### src/rtl/cmplx_mul_if.sv
// cmplx_mul_if: operand, configuration and product streams of cmplx_mul.
// slave is the multiplier side, master the producer/consumer side.
interface cmplx_mul_if #(
   parameter int IW = 16,
   parameter int OW = 28
);
   logic signed [IW-1:0] A_Re;
   logic signed [IW-1:0] A_Im;
   logic signed [IW-1:0] B_Re;
   logic signed [IW-1:0] B_Im;
   logic                 A_tvalid;
   logic                 A_tfirst;
   logic                 A_tlast;
   logic                 A_tready;
   logic                 Cfg_tvalid;
   logic [3:0]           Cfg_modulation;
   logic                 Cfg_tready;
   logic                 CfgOut_tvalid;
   logic [3:0]           CfgOut_modulation;
   logic signed [OW-1:0] C_Re;
   logic signed [OW-1:0] C_Im;
   logic                 C_tvalid;
   logic                 C_tfirst;
   logic                 C_tlast;
   logic                 C_tready;
   logic                 CmplxMul_Error;

   modport slave (
      input  A_Re, A_Im, B_Re, B_Im,
      input  A_tvalid, A_tfirst, A_tlast,
      output A_tready,
      input  Cfg_tvalid, Cfg_modulation,
      output Cfg_tready,
      output CfgOut_tvalid, CfgOut_modulation,
      output C_Re, C_Im,
      output C_tvalid, C_tfirst, C_tlast,
      input  C_tready,
      output CmplxMul_Error
   );

   modport master (
      output A_Re, A_Im, B_Re, B_Im,
      output A_tvalid, A_tfirst, A_tlast,
      input  A_tready,
      output Cfg_tvalid, Cfg_modulation,
      input  Cfg_tready,
      input  CfgOut_tvalid, CfgOut_modulation,
      input  C_Re, C_Im,
      input  C_tvalid, C_tfirst, C_tlast,
      output C_tready,
      input  CmplxMul_Error
   );
endinterface

### src/rtl/cmplx_mul.sv
// cmplx_mul: 3-stage streaming complex multiplier C = A*B, saturating.
// Define CMPLXMUL_ROUND_EN for round half-up; default truncates.
module cmplx_mul #(
   parameter int InputBitWidth         = 16,
   parameter int OutputBitWidth        = 28,
   parameter int InputFractionalPoint  = 11,
   parameter int OutputFractionalPoint = 11
) (
   input logic        Clk,
   input logic        Reset,
   cmplx_mul_if.slave bus
);
   localparam int IW = InputBitWidth;
   localparam int OW = OutputBitWidth;
   localparam int S  = 2 * InputFractionalPoint
                     - OutputFractionalPoint;
   localparam int SR = (S > 0) ? S : 0;
   localparam int SL = (S < 0) ? -S : 0;
   localparam int PW = 2 * IW;
   localparam int W  = PW + 2 + SL;
   localparam int WM = (W > OW) ? W : OW;

   typedef logic signed [IW-1:0] in_t;
   typedef logic signed [PW-1:0] prod_t;
   typedef logic signed [W-1:0]  wide_t;
   typedef logic signed [WM-1:0] ext_t;
   typedef logic signed [OW-1:0] out_t;

   localparam ext_t MAXV = {{(WM-OW+1){1'b0}}, {(OW-1){1'b1}}};
   localparam ext_t MINV = {{(WM-OW+1){1'b1}}, {(OW-1){1'b0}}};
`ifdef CMPLXMUL_ROUND_EN
   localparam wide_t RND = (SR > 0) ?
      (wide_t'(1) <<< ((SR > 0) ? SR - 1 : 0)) : '0;
`else
   localparam wide_t RND = '0;
`endif

   logic       en;
   logic       acc;
   logic       cfg_acc;
   logic       live_q;
   logic       open_q, open_d;
   logic       err_q, err_d;
   logic [3:0] cfg_q, cfg_d;

   in_t        ar_q, ai_q, br_q, bi_q;
   logic       v1_q, f1_q, l1_q;
   logic [3:0] m1_q;

   prod_t      rr_q, ii_q, ri_q, ir_q;
   logic       v2_q, f2_q, l2_q;
   logic [3:0] m2_q;

   out_t       cre_q, cim_q, cre_d, cim_d;
   logic       cv_q, cf_q, cl_q, ocv_q;
   logic [3:0] om_q;

   wide_t      re_w, im_w;
   ext_t       re_x, im_x;
   logic       sat_re, sat_im;

   assign en      = bus.C_tready | ~cv_q;
   assign acc     = bus.A_tvalid & en & live_q;
   assign cfg_acc = bus.Cfg_tvalid & ~open_q & live_q;

   assign bus.A_tready          = en & live_q;
   assign bus.Cfg_tready        = ~open_q & live_q;
   assign bus.C_Re              = cre_q;
   assign bus.C_Im              = cim_q;
   assign bus.C_tvalid          = cv_q;
   assign bus.C_tfirst          = cf_q;
   assign bus.C_tlast           = cl_q;
   assign bus.CfgOut_tvalid     = ocv_q;
   assign bus.CfgOut_modulation = om_q;
   assign bus.CmplxMul_Error    = err_q;

   // Same-cycle config word belongs to the beat accepted with it.
   always_comb begin
      cfg_d = cfg_acc ? bus.Cfg_modulation : cfg_q;
   end

   always_comb begin
      re_w   = wide_t'(rr_q) - wide_t'(ii_q);
      im_w   = wide_t'(ri_q) + wide_t'(ir_q);
      re_w   = (re_w + RND) <<< SL;
      im_w   = (im_w + RND) <<< SL;
      re_w   = re_w >>> SR;
      im_w   = im_w >>> SR;
      re_x   = ext_t'(re_w);
      im_x   = ext_t'(im_w);
      sat_re = (re_x > MAXV) || (re_x < MINV);
      sat_im = (im_x > MAXV) || (im_x < MINV);
      cre_d  = re_x[OW-1:0];
      cim_d  = im_x[OW-1:0];
      if (sat_re)
         cre_d = (re_x > MAXV) ? MAXV[OW-1:0] : MINV[OW-1:0];
      if (sat_im)
         cim_d = (im_x > MAXV) ? MAXV[OW-1:0] : MINV[OW-1:0];
   end

   always_comb begin
      open_d = open_q;
      err_d  = err_q;
      if (acc) begin
         if (bus.A_tfirst & open_q)
            err_d = 1'b1;
         if (~bus.A_tfirst & ~open_q)
            err_d = 1'b1;
         if (bus.A_tlast)
            open_d = 1'b0;
         else if (bus.A_tfirst)
            open_d = 1'b1;
      end
      if (en & v2_q & (sat_re | sat_im))
         err_d = 1'b1;
   end

   always_ff @(posedge Clk) begin
      if (Reset) begin
         live_q <= 1'b0;
         open_q <= 1'b0;
         err_q  <= 1'b0;
         cfg_q  <= '0;
         ar_q   <= '0;
         ai_q   <= '0;
         br_q   <= '0;
         bi_q   <= '0;
         v1_q   <= 1'b0;
         f1_q   <= 1'b0;
         l1_q   <= 1'b0;
         m1_q   <= '0;
         rr_q   <= '0;
         ii_q   <= '0;
         ri_q   <= '0;
         ir_q   <= '0;
         v2_q   <= 1'b0;
         f2_q   <= 1'b0;
         l2_q   <= 1'b0;
         m2_q   <= '0;
         cre_q  <= '0;
         cim_q  <= '0;
         cv_q   <= 1'b0;
         cf_q   <= 1'b0;
         cl_q   <= 1'b0;
         ocv_q  <= 1'b0;
         om_q   <= '0;
      end else begin
         live_q <= 1'b1;
         open_q <= open_d;
         err_q  <= err_d;
         cfg_q  <= cfg_d;
         if (en) begin
            v1_q <= acc;
            f1_q <= acc & bus.A_tfirst;
            l1_q <= acc & bus.A_tlast;
            if (acc) begin
               ar_q <= bus.A_Re;
               ai_q <= bus.A_Im;
               br_q <= bus.B_Re;
               bi_q <= bus.B_Im;
               m1_q <= cfg_d;
            end
            rr_q  <= prod_t'(ar_q) * prod_t'(br_q);
            ii_q  <= prod_t'(ai_q) * prod_t'(bi_q);
            ri_q  <= prod_t'(ar_q) * prod_t'(bi_q);
            ir_q  <= prod_t'(ai_q) * prod_t'(br_q);
            v2_q  <= v1_q;
            f2_q  <= f1_q;
            l2_q  <= l1_q;
            m2_q  <= m1_q;
            cv_q  <= v2_q;
            cf_q  <= v2_q & f2_q;
            cl_q  <= v2_q & l2_q;
            ocv_q <= v2_q & f2_q;
            if (v2_q) begin
               cre_q <= cre_d;
               cim_q <= cim_d;
               if (f2_q)
                  om_q <= m2_q;
            end
         end
      end
   end
endmodule

### src/flat_wrapper.sv
// flat-port wrapper written by rule: the top's interface ports become plain ports
module cmplx_mul_flat 
#(
   parameter int InputBitWidth         = 16,
   parameter int OutputBitWidth        = 28,
   parameter int InputFractionalPoint  = 11,
   parameter int OutputFractionalPoint = 11
)
  (Clk, Reset, bus_A_Re, bus_A_Im, bus_B_Re, bus_B_Im, bus_A_tvalid, bus_A_tfirst, bus_A_tlast, bus_A_tready, bus_Cfg_tvalid, bus_Cfg_modulation, bus_Cfg_tready, bus_CfgOut_tvalid, bus_CfgOut_modulation, bus_C_Re, bus_C_Im, bus_C_tvalid, bus_C_tfirst, bus_C_tlast, bus_C_tready, bus_CmplxMul_Error);
  cmplx_mul_if #(.IW((16)), .OW((28))) bus_i ();
  input logic Clk;
  input logic Reset;
  input wire logic [$bits(bus_i.A_Re)-1:0] bus_A_Re;
  input wire logic [$bits(bus_i.A_Im)-1:0] bus_A_Im;
  input wire logic [$bits(bus_i.B_Re)-1:0] bus_B_Re;
  input wire logic [$bits(bus_i.B_Im)-1:0] bus_B_Im;
  input wire logic [$bits(bus_i.A_tvalid)-1:0] bus_A_tvalid;
  input wire logic [$bits(bus_i.A_tfirst)-1:0] bus_A_tfirst;
  input wire logic [$bits(bus_i.A_tlast)-1:0] bus_A_tlast;
  output wire logic [$bits(bus_i.A_tready)-1:0] bus_A_tready;
  input wire logic [$bits(bus_i.Cfg_tvalid)-1:0] bus_Cfg_tvalid;
  input wire logic [$bits(bus_i.Cfg_modulation)-1:0] bus_Cfg_modulation;
  output wire logic [$bits(bus_i.Cfg_tready)-1:0] bus_Cfg_tready;
  output wire logic [$bits(bus_i.CfgOut_tvalid)-1:0] bus_CfgOut_tvalid;
  output wire logic [$bits(bus_i.CfgOut_modulation)-1:0] bus_CfgOut_modulation;
  output wire logic [$bits(bus_i.C_Re)-1:0] bus_C_Re;
  output wire logic [$bits(bus_i.C_Im)-1:0] bus_C_Im;
  output wire logic [$bits(bus_i.C_tvalid)-1:0] bus_C_tvalid;
  output wire logic [$bits(bus_i.C_tfirst)-1:0] bus_C_tfirst;
  output wire logic [$bits(bus_i.C_tlast)-1:0] bus_C_tlast;
  input wire logic [$bits(bus_i.C_tready)-1:0] bus_C_tready;
  output wire logic [$bits(bus_i.CmplxMul_Error)-1:0] bus_CmplxMul_Error;
  assign bus_i.A_Re = bus_A_Re;
  assign bus_i.A_Im = bus_A_Im;
  assign bus_i.B_Re = bus_B_Re;
  assign bus_i.B_Im = bus_B_Im;
  assign bus_i.A_tvalid = bus_A_tvalid;
  assign bus_i.A_tfirst = bus_A_tfirst;
  assign bus_i.A_tlast = bus_A_tlast;
  assign bus_A_tready = bus_i.A_tready;
  assign bus_i.Cfg_tvalid = bus_Cfg_tvalid;
  assign bus_i.Cfg_modulation = bus_Cfg_modulation;
  assign bus_Cfg_tready = bus_i.Cfg_tready;
  assign bus_CfgOut_tvalid = bus_i.CfgOut_tvalid;
  assign bus_CfgOut_modulation = bus_i.CfgOut_modulation;
  assign bus_C_Re = bus_i.C_Re;
  assign bus_C_Im = bus_i.C_Im;
  assign bus_C_tvalid = bus_i.C_tvalid;
  assign bus_C_tfirst = bus_i.C_tfirst;
  assign bus_C_tlast = bus_i.C_tlast;
  assign bus_i.C_tready = bus_C_tready;
  assign bus_CmplxMul_Error = bus_i.CmplxMul_Error;
  cmplx_mul #(.InputBitWidth(InputBitWidth), .OutputBitWidth(OutputBitWidth), .InputFractionalPoint(InputFractionalPoint), .OutputFractionalPoint(OutputFractionalPoint)) u_core (.Clk(Clk), .Reset(Reset), .bus(bus_i));
endmodule
### config.mk
export PLATFORM = sky130hd
export DESIGN_NAME = cmplx_mul_flat
export DESIGN_NICKNAME = d
export VERILOG_FILES = /design/src/rtl/cmplx_mul_if.sv /design/src/rtl/cmplx_mul.sv /design/src/flat_wrapper.sv
export SDC_FILE = /design/constraint.sdc
export NUM_CORES = 2
export LEC_CHECK = 0
export BUFFER_PORTS_ARGS = -buffer_cell sky130_fd_sc_hd__clkbuf_2
export CORE_MARGIN = 3
export CORE_UTILIZATION = 40
export DETAILED_ROUTE_END_ITERATION = 8
export HOLD_SLACK_MARGIN = 0.1
export PLACE_DENSITY = 0.64
export SYNTH_ARGS = -nofsm -noshare
export SYNTH_HDL_FRONTEND = slang
export SYNTH_SLANG_ARGS = --single-unit
### constraint.sdc
create_clock -name Clk -period 8.86 [get_ports Clk]
set_input_delay 1.772 -clock Clk [delete_from_list [all_inputs] [get_ports Clk]]
set_output_delay 1.772 -clock Clk [all_outputs]
set_load 0.02 [all_outputs]
==> key figures <==
Outcome
  • Status: finished, final reports clean

Yosys
  • Cell variety after synth: 84
  • EDFF count, synth: 0
  • Avg Cell Area, Syn: roughly 8.8 um^2
  • Share of flip-flops with an asynchronous set or reset: 0%
  • Mapped Cells: around 5800
  • Syn_nets: 7263
  • Synthesis Warnings: 0
  • Top cell type's share of synthesized area: between 40% and 50%
  • Synth Cell Area: between 50000 and 60000 um^2
  • Sequential cell area fraction in the yosys report: between 10% and 20%
  • Synthesis-stage register bit count: roughly 270
  • Synth top area cells: fa_1 (41%), dfxtp_1 (10%), ha_1 (9.6%)
  • Leading area contributor after synthesis: fa_1
  • Primary FF master, synth: dfxtp_1

Global routing
  • Global-route wire length before repair: ~220000 um
  • Total GRT Usage: between 20% and 30%
  • Gr ovfl total: 0
  • Initial antenna violation count: 9
  • Number of global-route vias before repair: ~40000
  • Largest net degree at the start of global routing: 92

Power
  • Leakage: ~0.028 uW
  • Tot Pwr: approximately 4600 uW
  • Design internal power: 2870 uW
  • Switching share of power: 37.9%
  • Sequential share of power: a little under a third
  • Clock power share: roughly 37%
  • Combinational share of power: 32.2%
  • VDD IR max: ~0.00014 V
  • Switching power: roughly 1800 uW
  • PD cells: around 85 nW/um^2

Worst setup path
  • CP Max Fanout: 19
  • Worst EP arrival: roughly 7.5 ns
  • Crit end category: flop
  • Worst setup SP type: flop
  • Critical Path RT: around 9.3 ns
  • Crit Path Class: reg -> reg

Clock network
  • Root Driver: clkbuf_16
  • Clk pin slew, worst setup/hold paths: roughly 0.06 ns
  • CTS tree: yes
  • Cts bufs inserted: 38
  • Clk_lat worst skew: between 0.6 and 0.7 ns
  • Post-CTS Resized: 0
  • CTS Hold Buffers Added: 0
  • # H-tree levels: 2
  • Buffer count from post-CTS setup fixing: 0
  • Clock buffer depth: 3
  • CTS sink count: around 270

STA
  • Max-slew violation count: 0
  • Final setup margin: approximately 1.8 ns
  • Hold_ws: ~0.44 ns
  • Fin. Hold Viols: 0
  • Slew headroom: a little over a fifth
  • Tmin final: ~7.1 ns
  • Setup TNS: 0 ns
  • Least-Margin Pin Slew: 1.18 ns
  • # setup viols final: 0
  • Achievable Freq: approximately 140 MHz
  • Final Skew: between 0.02 and 0.03 ns
  • Final period utilization: 79.6%
  • Unrepaired setup endpoints after global routing: false

Final layout
  • Core Util, Final: between 40% and 50%
  • Final-stage net count: between 7000 and 8000
  • Commonest non-fill, non-tap cells in the layout: inv_1 (1205), fa_1 (1048), nand2_1 (891)
  • Area grow syn2layout: 7.47%
  • Share of cells above drive strength 1: around 6%
  • Most common cell after layout, fill and taps aside: inv_1

Drt
  • Via count: around 38000
  • DR WL/cell: 18.7 um
  • 1st-iter DRT viols: 2340
  • Via-to-Cell Ratio: around 5.1
  • Routed Antenna Nets: 0
  • Final WL: 139000 um
  • Drt first pass iters: 6
  • # DRC: 0

Job
  • Max-Cap Viols: 0

Place
  • Gpl congestion: between 0.8 and 0.9
  • Pre-CTS setup slack: 1.90 ns
  • I/O Buffers: around 140
  • Dpl hpwl: between 100000 and 150000 um

Floorplanning
  • Cell row count: between 100 and 150
  • Chip width: ~360 um
  • Top Ports: ~140
  • Die height: 362 um
  • Core area: 126000 um^2
  • Initial core utilization: between 40% and 50%
  • Die area: 131000 um^2

Hold path
  • Hold Path Class: reg -> reg
[area by class of cell]
cell class                 count  area, um^2
multi-input combinational   3995       39800
clock inverter                22         310
clock buffer                  45        1040
antenna                        3        7.51
inverter                    1205        4520
tap                         1650        2060
timing repair buffer         238        1450
fill                       12277       71200
sequential                   266        5330
[routing by layer]
| metal | vias up | GRT usage, % | wire length [um] |
|---|---|---|---|
| li1 | 17324 | - | - |
| met1 | 19654 | 27.5 | 56100 |
| met2 | 904 | 37.5 | 69100 |
| met3 | 212 | 2.79 | 7030 |
| met4 | 4 | 8.65 | 6300 |
| met5 | - | 0 | 27 |
[path summary, 6_finish.rpt]
check	startpoint	slack, ns	end	depth (start not counted)
worst max-delay path	u_core.bi_q[3]	1.81	u_core.ri_q[28]	21
worst min-delay path	u_core.bus.C_Re[27]	0.44	u_core.bus.C_Re[27]	2
worst max register to register	u_core.bi_q[3]	1.81	u_core.ri_q[28]	21
worst min register to register	u_core.bus.C_Re[27]	0.44	u_core.bus.C_Re[27]	2
[stage by stage]
step / cell area (um^2) / std cells
after floorplan: 50800 / 5750
after global placement: 53200 / 7353
after detailed placement: 53200 / 7353
after CTS: 54500 / 7420
after global routing: 54500 / 7421
final: 54600 / 7424
[sequential cells by signal, summed over array words and instances, names as in the netlist, 4 cells and up]
| register | flops |
|---|---|
| u_core.ii_q | 32 |
| u_core.ir_q | 32 |
| u_core.ri_q | 32 |
| u_core.rr_q | 32 |
| u_core.bus.C_Im | 23 |
| u_core.bus.C_Re | 23 |
| u_core.ai_q | 16 |
| u_core.ar_q | 16 |
| u_core.bi_q | 16 |
| u_core.br_q | 16 |
| u_core.bus.CfgOut_modulation | 4 |
| u_core.cfg_q | 4 |
| u_core.m1_q | 4 |
| u_core.m2_q | 4 |
[power by group through the flow]
stage	clock network, uW	logic (uW)	registers [uW]
after detailed placement	0	1480	1440
after global placement	0	1470	1440
after floorplan	0	1060	1350
after CTS	1750	1500	1420
final	1710	1490	1420
after global routing	1800	1660	1430
[Yosys cell counts, types with 19 or more instances]
cell type / instances
a31oi_1: 19
a211oi_1: 37
nand3_1: 41
inv_1: 1205
fa_1: 1048
and2_1: 497
xnor2_1: 111
dfxtp_1: 266
nor3_1: 19
o21a_1: 22
clkbuf_1: 267
nand2b_1: 35
a21oi_1: 277
o21bai_1: 19
a21o_1: 75
o21ai_0: 99
ha_1: 390
xor2_1: 48
nor2_1: 140
nand2_1: 892
[kinds of logic (layout without fill, tap and decap cells)]
family,after synthesis,after routing,synth area share [%]
xor+xnor,159,159,2.74
simple gates,1713,1713,16.0
buf+inv,1489,1510,11.1
flops,266,266,10.5
compound gates,675,675,8.51
mux,10,10,0.197
fa+ha+maj,1438,1438,50.9
other cells,0,3,0
[worst max-delay path, stage by stage, from the launching register on]
cell     delay, ns
dfxtp_1       1.06
buf_4         0.40
nand2_1       0.10
fa_1          0.48
fa_1          0.59
fa_1          0.46
fa_1          0.55
inv_1         0.05
fa_1          0.50
inv_1         0.05
fa_1          0.48
inv_1         0.04
ha_1          0.34
a21oi_1       0.08
o21ai_0       0.24
a221o_1       0.20
a41o_1        0.17
nand4_1       0.18
a31oi_1       0.34
o21ai_0       0.16
a21o_1        0.20
a32o_1        0.25
Power figures use the tool's default switching activity.
